File: config.mk
export PLATFORM = sky130hd
export DESIGN_NAME = axs_wr_fsm
export DESIGN_NICKNAME = d
export VERILOG_FILES = /design/src/rtl/axs_wr_fsm.sv
export SDC_FILE = /design/constraint.sdc
export NUM_CORES = 1
export LEC_CHECK = 0
export CAP_MARGIN = 20
export CORE_UTILIZATION = 30
export CTS_CLUSTER_SIZE = 30
export DETAILED_ROUTE_END_ITERATION = 8
export SETUP_SLACK_MARGIN = 0.15
export SLEW_MARGIN = 20
export SYNTH_ARGS = -nofsm -noshare
export SYNTH_HDL_FRONTEND = slang
export SYNTH_SLANG_ARGS = --single-unit
File: constraint.sdc
create_clock -name clk -period 2.9 [get_ports clk]
set_clock_uncertainty 0.1 [all_clocks]
set_input_delay 0.58 -clock clk [delete_from_list [all_inputs] [get_ports clk]]
set_output_delay 0.58 -clock clk [all_outputs]
set_load 0.01 [all_outputs]
File: src/rtl/axs_wr_fsm.sv
// AXI4 write-channel slave controller for axs_s0: one burst at a time, W beats
// streamed into the input FIFO under in_fifo_full backpressure, one B per burst.
module axs_wr_fsm (
  input  logic        clk,
  input  logic        reset,
  input  logic [3:0]  axs_s0_awid,
  input  logic [15:0] axs_s0_awaddr,
  input  logic [7:0]  axs_s0_awlen,
  input  logic [2:0]  axs_s0_awsize,
  input  logic [1:0]  axs_s0_awburst,
  input  logic        axs_s0_awvalid,
  output logic        axs_s0_awready,
  input  logic        axs_s0_wlast,
  input  logic        axs_s0_wvalid,
  output logic        axs_s0_wready,
  output logic [3:0]  axs_s0_bid,
  output logic [1:0]  axs_s0_bresp,
  output logic        axs_s0_bvalid,
  input  logic        axs_s0_bready,
  input  logic        in_fifo_full,
  output logic        in_fifo_push,
  output logic [15:0] wr_addr
);

  localparam logic [7:0] INIT     = 8'h01;
  localparam logic [7:0] AW_READY = 8'h02;
  localparam logic [7:0] W_DATA   = 8'h04;
  localparam logic [7:0] B_RESP   = 8'h08;

  localparam logic [1:0] BURST_INCR = 2'b01;

  logic [7:0]  state;
  logic [3:0]  awid;
  logic [15:0] addr;
  logic [7:0]  remaining;
  logic [2:0]  awsize;
  logic [1:0]  awburst;
  logic        err;

  logic        beat_acc;
  logic        final_beat;
  logic [15:0] step;

  assign beat_acc   = axs_s0_wvalid & axs_s0_wready;
  assign final_beat = (remaining == 8'd0);
  assign step       = 16'd1 << awsize;

  // NOTE: every output gets a default before the case so no path leaves one
  // unassigned; a missing default here would infer a latch.
  always_comb begin
    axs_s0_awready = 1'b0;
    axs_s0_wready  = 1'b0;
    axs_s0_bvalid  = 1'b0;
    axs_s0_bresp   = 2'b00;
    case (state)
      AW_READY: axs_s0_awready = 1'b1;
      W_DATA:   axs_s0_wready  = ~in_fifo_full;
      B_RESP: begin
        axs_s0_bvalid = 1'b1;
        axs_s0_bresp  = err ? 2'b10 : 2'b00;
      end
      default: ;
    endcase
  end

  assign in_fifo_push = beat_acc;
  assign axs_s0_bid   = awid;
  assign wr_addr      = addr;

  // NOTE: state and registers use non-blocking assignments so every update in
  // this block sees the pre-edge values, matching the flop behaviour.
  always_ff @(posedge clk) begin
    if (reset) begin
      state     <= INIT;
      awid      <= '0;
      addr      <= '0;
      remaining <= '0;
      awsize    <= '0;
      awburst   <= '0;
      err       <= 1'b0;
    end else begin
      case (state)
        INIT: begin
          awid      <= '0;
          addr      <= '0;
          remaining <= '0;
          awsize    <= '0;
          awburst   <= '0;
          err       <= 1'b0;
          state     <= AW_READY;
        end
        AW_READY: begin
          if (axs_s0_awvalid) begin
            awid      <= axs_s0_awid;
            addr      <= axs_s0_awaddr;
            remaining <= axs_s0_awlen;
            awsize    <= axs_s0_awsize;
            awburst   <= axs_s0_awburst;
            // WRAP and the reserved encoding are both flagged as slave errors.
            err       <= axs_s0_awburst[1];
            state     <= W_DATA;
          end
        end
        W_DATA: begin
          if (beat_acc) begin
            // The beat counter, not wlast, ends the burst; wlast only feeds err.
            if (final_beat) begin
              err   <= err | ~axs_s0_wlast;
              state <= B_RESP;
            end else begin
              remaining <= remaining - 8'd1;
              err       <= err | axs_s0_wlast;
              if (awburst == BURST_INCR) addr <= addr + step;
            end
          end
        end
        B_RESP: begin
          if (axs_s0_bready) state <= AW_READY;
        end
        default: state <= INIT;
      endcase
    end
  end

endmodule
==> run summary, run 1 <==
The flow ran to the end, and the final reports show no timing, DRC or antenna violations. The routed via count came out at 2636. The transition time of the tightest slew-check pin came out at 0.6373 ns. The worst setup path is captured at a flip-flop. The placed instance count came out at 482. The sequential fraction of the synthesis area is 30.16%. The number of remaining DRC errors came out at 0. The area growth from synthesis to layout is 36.46%. The maximum number of pins on one net before global-route repair came out at 36. The tree is rooted in a sky130_fd_sc_hd__clkbuf_8. The number of top-level design ports came out at 66.

The worst setup slack for register-to-register paths is 0.29 ns. The mean instance size in the synthesized netlist came out at 7.883 µm². In the final routing, the length of wire on met1 measures 3556 µm. The warning count from the yosys run came out at 0. The wire length on met3 came out at 445 µm.

The total global routing track utilization came out at 17.52%. At the end of the flow, the number of nets in the layout was 436. The detailed route wirelength on metal2 came out at 3364 µm. The clock insertion delay at the later pin of the skew report came out at 0.30 ns. The number of global-route vias before repair is 2450. The hold path depth came out at 2. The arrival time at the worst endpoint is 2.72 ns. The die width came out at 93.70 µm. Clock-pin slew was measured on the worst setup and hold paths at 0.09 ns. After synthesis, the share of flip-flops with an asynchronous set or reset is 0%. The peak supply drop came out at 0.1659 mV. Counting the fill cells in the layout gives 849.

The count of hold-fix buffers inserted at cts came out at 0. The filler-free cell count of the finished design came out at 490. The area of the mapped netlist came out at 2522 µm². The number of standard-cell rows in the floorplan came out at 33. The diode insertion count for antenna repair is 0. The post-synthesis cell count came out at 320. The average detailed-routed wire length per instance is 15.25 µm. The share of the clock period used by the worst path after layout is 89.96%. The vertical die dimension is 93.70 µm.

The critical path data required time is 3.01 ns. The global-route wire length before repair came out at 12070 µm. The overall power of the completed layout came out at 0.001567 W. The cell area power density came out at 455.3 nW/µm². The synthesized design contains 0 enable-type register cells.

For this run the aggregate overflow at the end of global routing stands at 0. In this run, the number of DRC markers left after iteration 0 of detailed routing was 126. The count of cell types in the netlist is 63.

The most common library cell in the layout ignoring fill and taps is sky130_fd_sc_hd__clkdlybuf4s50_1. STA classifies the critical path startpoint as a flip-flop. When the netlist entered floorplanning its net count stood at 371. The startpoint of the worst-slack reg-to-reg timing path is awsize[1]$_SDFFE_PP0P_. The maximum fanout encountered on the critical timing path is 9. The initial antenna violation count is 0. The worst max-slew margin expressed relative to the limit is 57.40%.

The leakage dissipation came out at 1.192 nW. The starting utilization of the core area came out at 30.85%. In this run the most critical hold path is launched from awburst[0]$_SDFFE_PP0P_. The area of the core came out at 8175 µm². The worst setup path is of the reg2reg kind. The final antenna-violating net count is 0.

The synthesized design contains 38 register bits. The number of setup violations in the final report is 0. The number of cells on the worst reg-to-reg path came out at 7.

The minimum clock period after layout is 2.609 ns. The fraction of the core area covered by cells at the end of the flow is 42.10%. For hold timing, the worst endpoint is awburst[0]$_SDFFE_PP0P_. The setup TNS came out at 0 ns. The wire length after detailed routing came out at 7474 µm. In the synthesized netlist the dominant register cell turns out to be sky130_fd_sc_hd__dfxtp_1. The number of iterations in the first detailed-routing pass came out at 6. The class of the worst hold path is reg2reg. The top cell types in the final layout, fill and taps aside, are 63 x sky130_fd_sc_hd__clkdlybuf4s50_1, 36 x sky130_fd_sc_hd__nand2_1, 34 x sky130_fd_sc_hd__dfxtp_1. The count of buffers inserted at the top-level ports is 64. Setup repair after global routing left no endpoint under its margin.

Once layout is done, the placed cells without fillers occupy 3442 µm². The CTS tree is yes. The cell area after placement came out at 3297 µm². The count of max-cap constraint violations came out at 0. The final count of pins violating max slew came to 0. Using the TritonRoute via totals, the vias-per-cell ratio works out to 5.380. The H-tree level count came out at 2. The post-route netlist has 11.95% of its cells at a drive strength greater than 1. The worst-case clock buffer depth is 2. The fmax came out at 383.3 MHz. The die covers 8779 µm². The number of buffers created by CTS came out at 5. Routed signal wires occupy layers up through met4. Routability-driven placement finished with a final weighted congestion of 0.8641. The number of sinks handled by clock tree synthesis is 38. The sum of net half-perimeters after detailed placement is 5427 µm. The final hold violation count is 0. The endpoint identified for the worst register-to-register timing path is wr_addr[10]$_SDFFE_PP0P_.
metrics by stage:
| stage | hold slack (ns) | setup slack [ns] |
|---|---|---|
| detailed placement | 0.3494 | -0.03414 |
| finish | 0.3561 | 0.2911 |
| CTS | 0.3592 | 0.1382 |
| global route | 0.3710 | 0.1597 |
| global placement | 0.3427 | 0.08354 |
| floorplan | 0.3319 | 0.1661 |
power breakdown:
part / switching, W / total [W] / internal, W
Clock: 0.000203 / 0.000365 / 0.000162
Combinational: 0.000316 / 0.000588 / 0.000272
Sequential: 0.0000461 / 0.000614 / 0.000568
worst max-delay path: stages (launching register included):
cell	delay, ns
sky130_fd_sc_hd__dfxtp_2	0.37
sky130_fd_sc_hd__or3b_2	0.52
sky130_fd_sc_hd__fa_2	0.40
sky130_fd_sc_hd__nand2b_4	0.17
sky130_fd_sc_hd__a211oi_4	0.37
sky130_fd_sc_hd__o21ai_4	0.13
sky130_fd_sc_hd__o31a_1	0.24
sky130_fd_sc_hd__o32ai_1	0.23
Yosys cell counts (4+ instances only):
master,n,area share (%)
sky130_fd_sc_hd__nand3_1,16,3.2
sky130_fd_sc_hd__nand2_1,36,5.4
sky130_fd_sc_hd__ha_1,10,5.0
sky130_fd_sc_hd__nor3_1,10,2.0
sky130_fd_sc_hd__and2_1,6,1.5
sky130_fd_sc_hd__inv_1,12,1.8
sky130_fd_sc_hd__buf_2,6,1.2
sky130_fd_sc_hd__a211oi_1,8,2.4
sky130_fd_sc_hd__dfxtp_1,38,30
sky130_fd_sc_hd__o32ai_1,4,1.4
sky130_fd_sc_hd__nor3b_1,4,1.2
sky130_fd_sc_hd__clkbuf_1,9,1.3
sky130_fd_sc_hd__a221oi_1,7,2.4
sky130_fd_sc_hd__nand2b_1,7,1.7
sky130_fd_sc_hd__o21ai_1,8,1.6
sky130_fd_sc_hd__a21oi_1,29,5.8
sky130_fd_sc_hd__o211ai_1,7,2.1
sky130_fd_sc_hd__nor2_1,22,3.3
sky130_fd_sc_hd__o21ai_0,12,2.4
sky130_fd_sc_hd__a22oi_1,5,1.5
sky130_fd_sc_hd__or3_1,4,0.99
sky130_fd_sc_hd__xnor2_1,4,1.4
layout make-up:
class	instances	area, µm²	area share (%)
clock inverter	2	10.01	0.2908
multi-input combinational	249	1673	48.60
sequential	38	765.7	22.25
tap	105	131.4	3.817
timing repair buffer	78	744.5	21.63
clock buffer	5	68.82	1.999
inverter	13	48.80	1.418
registers in the layout, summed over array words and instances (netlist names):
name	count
wr_addr	16
remaining	8
axs_s0_bid	4
state	4
awsize	3
awburst	2
err	1
worst max-delay path by stage:
stage	startpoint	to	slack (ns)	cells after the start
floorplan	awsize[0]$_SDFFE_PP0P_	wr_addr[12]$_SDFFE_PP0P_	0.17	8
global placement	awsize[1]$_SDFFE_PP0P_	wr_addr[12]$_SDFFE_PP0P_	0.08	7
detailed placement	awsize[1]$_SDFFE_PP0P_	wr_addr[10]$_SDFFE_PP0P_	-0.03	7
CTS	awsize[1]$_SDFFE_PP0P_	wr_addr[10]$_SDFFE_PP0P_	0.14	7
global route	awsize[0]$_SDFFE_PP0P_	wr_addr[13]$_SDFFE_PP0P_	0.16	8
finish	awsize[1]$_SDFFE_PP0P_	wr_addr[10]$_SDFFE_PP0P_	0.29	7
cell families (layout without fill, tap and decap cells):
family / after synthesis / after routing / share of synthesized area [%]
AND/OR/NAND/NOR: 121 / 121 / 24.41
AO/OA/AOI/OAI: 110 / 110 / 31.05
flip-flops: 38 / 38 / 30.16
buffers and inverters: 33 / 98 / 6.398
adder cells (fa/ha/maj): 11 / 11 / 5.754
XOR/XNOR: 6 / 6 / 2.083
other: 1 / 1 / 0.1487
metal layers:
metal,track usage [%],vias up
li1,-,1316
met5,0,-
met3,4.207,11
met1,23.58,1243
met4,4.872,0
met2,27.74,66
timing repair:
item / in CTS / in global routing
setup buffers: 0 / 1
resized for setup: 8 / 9
pin swaps: 0 / 1
setup endpoints to repair: 5 / 7
No activity file was read; power rests on OpenSTA's default activity.
==> inputs of run 2 (changes only) <==
--- a/config.mk
+++ b/config.mk
@@ -5,7 +5,8 @@
 export SDC_FILE = /design/constraint.sdc
 export NUM_CORES = 1
 export LEC_CHECK = 0
-export CAP_MARGIN = 20
+export CAP_MARGIN = 15
+export CORE_MARGIN = 5
 export CORE_UTILIZATION = 30
 export CTS_CLUSTER_SIZE = 30
 export DETAILED_ROUTE_END_ITERATION = 8
==> run summary, run 2 (synthesized netlist as in run 1, its figures left out) <==
The run finished with clean final reports. The number of remaining DRC errors came to 0 (unchanged). TritonCTS built the clock tree. The startpoint kind of the worst setup timing path is a flip-flop. The number of top-level design ports is 66 (unchanged). The H-tree level count is 2 (unchanged). In the layout the commonest cells are 63 x sky130_fd_sc_hd__clkdlybuf4s50_1, 36 x sky130_fd_sc_hd__nand2_1, 35 x sky130_fd_sc_hd__dfxtp_1. The count of buffers inserted at the top-level ports is 64 (unchanged). The average detailed-routed wire length per instance was 15.43 µm (+1.1%). The minimum clock period after layout was 2.661 ns (+0.05228 ns). The number of inserted filler cells in the final layout was 814 (-4.1%). The number of nets in the layout came out at 436 (unchanged). Clock tree synthesis selected as its root buffer the cell sky130_fd_sc_hd__clkbuf_8. The critical path data required time came out at 3.00 ns (about the same). The diode insertion count for antenna repair was 0 (unchanged). STA classifies the critical path endpoint as a flip-flop. The register area is 767.0 µm² (+0.16%). The clock insertion delay at the later pin of the skew report is 0.30 ns (about the same).

The routed via count came out at 2610 (-0.99%). The number of sinks handled by clock tree synthesis is 38 (unchanged). The count of hold-fix buffers inserted at cts came out at 0 (unchanged).

The part of the power in combinational logic is 34.6% (-2.9 points). The maximum fanout encountered on the critical timing path is 9 (unchanged). The vertical die dimension is 101.7 µm (+8.5%).

The fmax is 375.8 MHz (-2.0%). The number of standard-cell rows in the floorplan was 33 (unchanged). The proportion of total power due to net switching came out at 34.32% (-1.8 points). The initial antenna violation count was 0 (unchanged). The peak supply drop is 0.1935 mV (+17%). The number of iterations in the first detailed-routing pass is 4 (-2). The global-route wire length before repair is 12130 µm (+0.51%). The critical setup path kind is reg2reg.

The wire length after detailed routing was 7574 µm (+1.3%). The final hold violation count is 0 (unchanged). The placed instance count is 481 (-0.21%). The share of power burned in registers came out at 37.3% (-1.9 points). The setup TNS came out at 0 ns (unchanged). The average via count per standard cell is 5.316 (-1.2%).

The leakage dissipation is 1.217 nW (+2.1%). The filler-free cell count of the finished design was 491 (+0.20%). The cell area after placement was 3289 µm² (-0.23%). The final count of pins violating max slew came out at 0 (unchanged).

The multi-input logic area is 1655 µm² (-1.0%). The count of routing violations after the opening detailed-route iteration came out at 96 (-24%). The number of buffers created by CTS is 5 (unchanged). The fraction of final layout cells sized beyond drive strength 1 is 11.14% (-0.81 points). The share of the clock period used by the worst path after layout is 91.77% (+1.8 points). The number of setup violations in the final report came out at 0 (unchanged).

The post-route cell area is 3460 µm² (+0.51%). The final hold slack came out at 0.3584 ns (+0.002336 ns). The area of the core is 8217 µm² (+0.51%). The count of max-cap constraint violations is 0 (unchanged). The arrival time at the worst endpoint came out at 2.76 ns (+0.04 ns).

The worst max-slew margin expressed relative to the limit is 66.70% (+9.3 points). The sum of net half-perimeters after detailed placement came to 5495 µm (+1.3%). The worst-case clock buffer depth is 2 (unchanged).

The area of the die came out at 10340 µm² (+18%). The number of flip-flops under the largest register name came out at 16 (unchanged). The remaining global-route overflow is 0 (unchanged). The maximum number of pins on one net before global-route repair was 36 (unchanged). The cell area power density came out at 479.1 nW/µm² (+5.2%). Setup repair after global routing could not meet its margin everywhere. The total net switching power is 0.0005689 W (+0.64%). The internal power consumption came out at 0.001089 W (+8.7%). The starting utilization of the core area came to 30.70% (-0.16 points). The final antenna-violating net count came out at 0 (unchanged). The number of global-route vias before repair came to 2496 (+1.9%). The layout-stage area growth over the synthesis result is 37.15%. The total global routing track utilization is 14.67% (-2.8 points). The final estimated routing congestion in global placement is 0.8897 (+3.0%). The power share of the clock group is 28.1% (+4.8 points). The clock slew at the register clock pins of the worst setup and hold paths came out at 0.08 ns (about the same). The die width came to 101.7 µm (+8.5%). The fraction of the core area covered by cells at the end of the flow is 42.10% (about the same).

The min-delay analysis places its worst path in the category reg2reg. The transition time of the tightest slew-check pin is 0.4984 ns (-0.1390 ns). Leaving out fill and tap cells, the most frequent cell in the layout is sky130_fd_sc_hd__clkdlybuf4s50_1.
-- run 2: final cells by class --
cell class                      count  share of cell area, %
Timing Repair Buffer               78                  21.63
Clock inverter                      3                  1.157
Multi-Input combinational cell    249                  47.85
Inverter                           13                  1.410
Tap cell                          105                  3.797
Sequential cell                    38                  22.17
Clock buffer                        5                  1.989
-- run 2: worst paths after layout --
path	from	to	slack, ns	cells after the start
hold reg to reg	axs_s0_bid[0]$_SDFFE_PP0P_	axs_s0_bid[0]$_SDFFE_PP0P_	0.36	2
hold / removal	axs_s0_bid[0]$_SDFFE_PP0P_	axs_s0_bid[0]$_SDFFE_PP0P_	0.36	2
setup / recovery	awsize[1]$_SDFFE_PP0P_	wr_addr[10]$_SDFFE_PP0P_	0.24	7
setup reg to reg	awsize[1]$_SDFFE_PP0P_	wr_addr[10]$_SDFFE_PP0P_	0.24	7
-- run 2: metal layers --
layer | track usage [%] | vias to the layer above | share of wire (%)
met5 | 0 | - | 0
met4 | 5.215 | 0 | 1.6
met3 | 3.444 | 11 | 7.5
met2 | 22.74 | 88 | 45
met1 | 19.92 | 1190 | 46
li1 | - | 1321 | -
-- run 2: critical path: stages, from the launching register on --
cell,delay (ns)
sky130_fd_sc_hd__dfxtp_1,0.38
sky130_fd_sc_hd__or3b_2,0.52
sky130_fd_sc_hd__fa_1,0.45
sky130_fd_sc_hd__nand2b_4,0.18
sky130_fd_sc_hd__a211oi_4,0.35
sky130_fd_sc_hd__o21ai_4,0.12
sky130_fd_sc_hd__o31a_1,0.24
sky130_fd_sc_hd__o32ai_1,0.23
-- run 2: stage by stage --
step	total power (W)	worst slack, ns
floorplan	0.0009889	0.1661
global placement	0.001194	0.1030
detailed placement	0.001198	0.01392
CTS	0.001666	0.1853
global route	0.001758	0.1102
finish	0.001658	0.2388
-- run 2: what timing repair did --
item	CTS	global route
setup endpoints to repair	4	7
setup buffers	0	2
resized for setup	5	8
pin swaps	0	1
-- run 2: power groups by stage --
stage | registers, W | clock network, W | logic [W]
floorplan | 0.000621 | 0 | 0.000368
global placement | 0.000629 | 0 | 0.000565
detailed placement | 0.000628 | 0 | 0.000569
CTS | 0.000617 | 0.000474 | 0.000575
global route | 0.000627 | 0.000496 | 0.000635
finish | 0.000618 | 0.000466 | 0.000574
==> inputs of run 3 (changes only) <==
--- a/config.mk
+++ b/config.mk
@@ -10,6 +10,7 @@
 export CORE_UTILIZATION = 30
 export CTS_CLUSTER_SIZE = 30
 export DETAILED_ROUTE_END_ITERATION = 8
+export GPL_TIMING_DRIVEN = 0
 export SETUP_SLACK_MARGIN = 0.15
 export SLEW_MARGIN = 20
 export SYNTH_ARGS = -nofsm -noshare
==> run summary, run 3 (synthesized netlist as in run 1, its figures left out) <==
TritonCTS built the clock tree. The min-delay analysis places its worst path in the category reg2reg. The count of routing violations after the opening detailed-route iteration is 126 (+31%).

The area of the core is 8217 µm² (unchanged). The number of standard-cell rows in the floorplan came to 33 (unchanged). The wire length after detailed routing is 7979 µm (+5.3%). The number of setup violations in the final report is 0 (unchanged).

The fmax was 376.4 MHz (+0.18%). The number of iterations in the first detailed-routing pass is 4 (unchanged). The worst-case clock buffer depth is 2 (unchanged). The global routing stage identified its most utilized layer as met2. The minimum clock period after layout is 2.656 ns (-0.004726 ns). The number of flip-flops under the largest register name is 16 (unchanged).

The power share of the clock group is 27.4% (-0.7 points). The cell area power density is 480.2 nW/µm² (+0.22%). The peak supply drop is 0.2553 mV (+32%). The share of the clock period used by the worst path after layout came out at 91.60% (-0.16 points). The fraction of the core area covered by cells at the end of the flow was 42.49% (+0.38 points). The part of the power in combinational logic came out at 36.5% (+1.9 points).

The critical path is of the reg2out type. The routed via count is 2691 (+3.1%). From synthesis to final layout, the design area changed by 38.39%. The multi-input logic area came out at 1662 µm² (+0.38%). The peak per-stage delay on the critical path came out at 0.58 ns (+0.06 ns). The initial antenna violation count came out at 0 (unchanged). The proportion of total power due to net switching came out at 34.26% (-0.055 points).

The final count of pins violating max slew is 0 (unchanged). The worst setup path is captured at an output pin. The critical path data required time came out at 2.22 ns (-0.78 ns). The total net switching power is 0.0005744 W (+0.96%). The final antenna-violating net count came to 0 (unchanged).

The vertical die dimension came out at 101.7 µm (unchanged). The area of the die came out at 10340 µm² (unchanged). The startpoint of the worst setup timing path is state[1]$_SDFFE_PP0P_.

The number of remaining DRC errors is 0 (unchanged). The setup TNS was 0 ns (unchanged). The clock insertion delay at the later pin of the skew report came out at 0.29 ns (about the same). The worst max-slew margin expressed relative to the limit is 50.99% (-16 points).

The fraction of final layout cells sized beyond drive strength 1 is 10.89% (-0.25 points). The count of hold-fix buffers inserted at cts came out at 0 (unchanged). The count of buffers inserted at the top-level ports is 63 (-1.6%). The internal power consumption was 0.001102 W (+1.2%).

Walking the worst path, the cells encountered are buf_2 > nand2b_1 > nor3_4 > clkbuf_2 > clkdlybuf4s50_1. The flow ran to the end, and the final reports show no timing, DRC or antenna violations. The diode insertion count for antenna repair is 0 (unchanged). The global routing usage on met3 came out at 3.237% (-0.21 points). The final hold violation count is 0 (unchanged). In the layout the commonest cells are 61 x sky130_fd_sc_hd__clkdlybuf4s50_1, 38 x sky130_fd_sc_hd__dfxtp_1, 36 x sky130_fd_sc_hd__nand2_1. The number of nets in the layout is 445 (+2.1%). The average via count per standard cell is 5.382 (+1.2%). The remaining global-route overflow came out at 0 (unchanged). Leaving out fill and tap cells, the most frequent cell in the layout is sky130_fd_sc_hd__clkdlybuf4s50_1. The average detailed-routed wire length per instance came out at 15.96 µm (+3.5%). The final estimated routing congestion in global placement came out at 0.8650 (-2.8%). The maximum number of pins on one net before global-route repair is 12 (-67%). The met1 layer usage reported by global route came to 21.82% (+1.9 points). In this run the clock root is driven by a sky130_fd_sc_hd__clkbuf_8. The leakage dissipation is 1.226 nW (+0.74%). The clock slew at the register clock pins of the worst setup and hold paths came out at 0.07 ns (about the same). The share of power burned in registers came out at 36.1% (-1.2 points). The number of global-route vias before repair came out at 2569 (+2.9%). The number of top-level design ports is 66 (unchanged).

The die width is 101.7 µm (unchanged). The startpoint identified for the worst register-to-register timing path is awsize[0]$_SDFFE_PP0P_. The total global routing track utilization came to 15.45% (+0.78 points). The count of max-cap constraint violations came out at 0 (unchanged). The number of buffers created by CTS is 5 (unchanged).

The global-route wire length before repair is 12860 µm (+6.0%). The worst hold path begins at axs_s0_bid[2]$_SDFFE_PP0P_. The H-tree level count came out at 2 (unchanged). The maximum fanout encountered on the critical timing path is 10 (+1). The sum of net half-perimeters after detailed placement came out at 5885 µm (+7.1%). The number of inserted filler cells in the final layout came out at 857 (+5.3%). The number of sinks handled by clock tree synthesis is 38 (unchanged). Setup repair after global routing could not meet its margin everywhere. The starting utilization of the core area came out at 30.70% (unchanged). The transition time of the tightest slew-check pin came to 0.7249 ns (+0.2266 ns). The master of the slowest instance on the critical path is sky130_fd_sc_hd__clkdlybuf4s50_1. The worst setup path is launched from a flip-flop. The arrival time at the worst endpoint is 1.98 ns (-0.78 ns). The register area is 760.7 µm² (-0.82%). The global routing met2 resource utilization was 24.50% (+1.8 points).
==> run 3: cell count changes in the layout (fill, tap and decap cells not counted), moves of 3 or more <==
cell                       change
sky130_fd_sc_hd__buf_2         +5
sky130_fd_sc_hd__buf_4         -8
sky130_fd_sc_hd__buf_6         +4
sky130_fd_sc_hd__clkbuf_1      +9
sky130_fd_sc_hd__dfxtp_1       +3
==> run 3: final cells by class <==
| class | count | share of cell area, % |
|---|---|---|
| multi-input cells | 249 | 47.60 |
| flip-flops and latches | 38 | 21.79 |
| repair buffers | 67 | 18.85 |
| well taps | 105 | 3.763 |
| plain buffers | 20 | 3.548 |
| clock buffers | 7 | 2.186 |
| inverters | 13 | 1.398 |
| clock inverters | 1 | 0.8602 |
==> run 3: layer usage <==
metal  routed length, µm  share of wire, %  up-vias
met5                   0                 0        -
met4                  57              0.71        0
li1                    -                 -     1339
met3                 506               6.3        4
met1                3747                47     1265
met2                3668                46       83
==> run 3: power groups by stage <==
stage | sequential (W) | clock, W | combinational (W)
4_1_cts | 0.000605 | 0.000472 | 0.000598
3_3_place_gp | 0.000617 | 0 | 0.000580
3_5_place_dp | 0.000617 | 0 | 0.000587
6_report | 0.000606 | 0.000459 | 0.000612
5_1_grt | 0.000612 | 0.000490 | 0.000672
2_1_floorplan | 0.000621 | 0 | 0.000368
==> run 3: path summary, 6_finish.rpt <==
check,cells after the start,slack (ns),end
worst min-delay path,2,0.36,axs_s0_bid[2]$_SDFFE_PP0P_
worst max-delay path,5,0.24,axs_s0_awready
worst min register to register,2,0.36,axs_s0_bid[2]$_SDFFE_PP0P_
worst max register to register,10,0.34,wr_addr[10]$_SDFFE_PP0P_
==> run 3: what timing repair did <==
item / 4_1_cts / 5_1_grt
pin swaps: 2 / 3
resized for setup: 13 / 8
buffers inserted: 0 / 4
setup endpoints to repair: 11 / 11
==> run 3: per-stage QoR <==
step	instance area [µm²]	setup WS (ns)	total power (W)	cells	hold slack (ns)
floorplan	2527	0.1661	0.0009889	320	0.3319
global placement	3289	-0.2316	0.001197	488	0.3370
detailed placement	3289	-0.2620	0.001203	488	0.3469
CTS	3437	0.01921	0.001675	496	0.3629
global route	3491	0.1328	0.001774	500	0.3839
finish	3491	0.2435	0.001676	500	0.3626
==> run 3: worst max-delay path: cells and delay by family, from the launching register on <==
| family | cells | cell delay, ns |
|---|---|---|
| buffers and inverters | 3 | 1.01 |
| and+or+nand+nor | 2 | 0.38 |
| DFF | 1 | 0.30 |
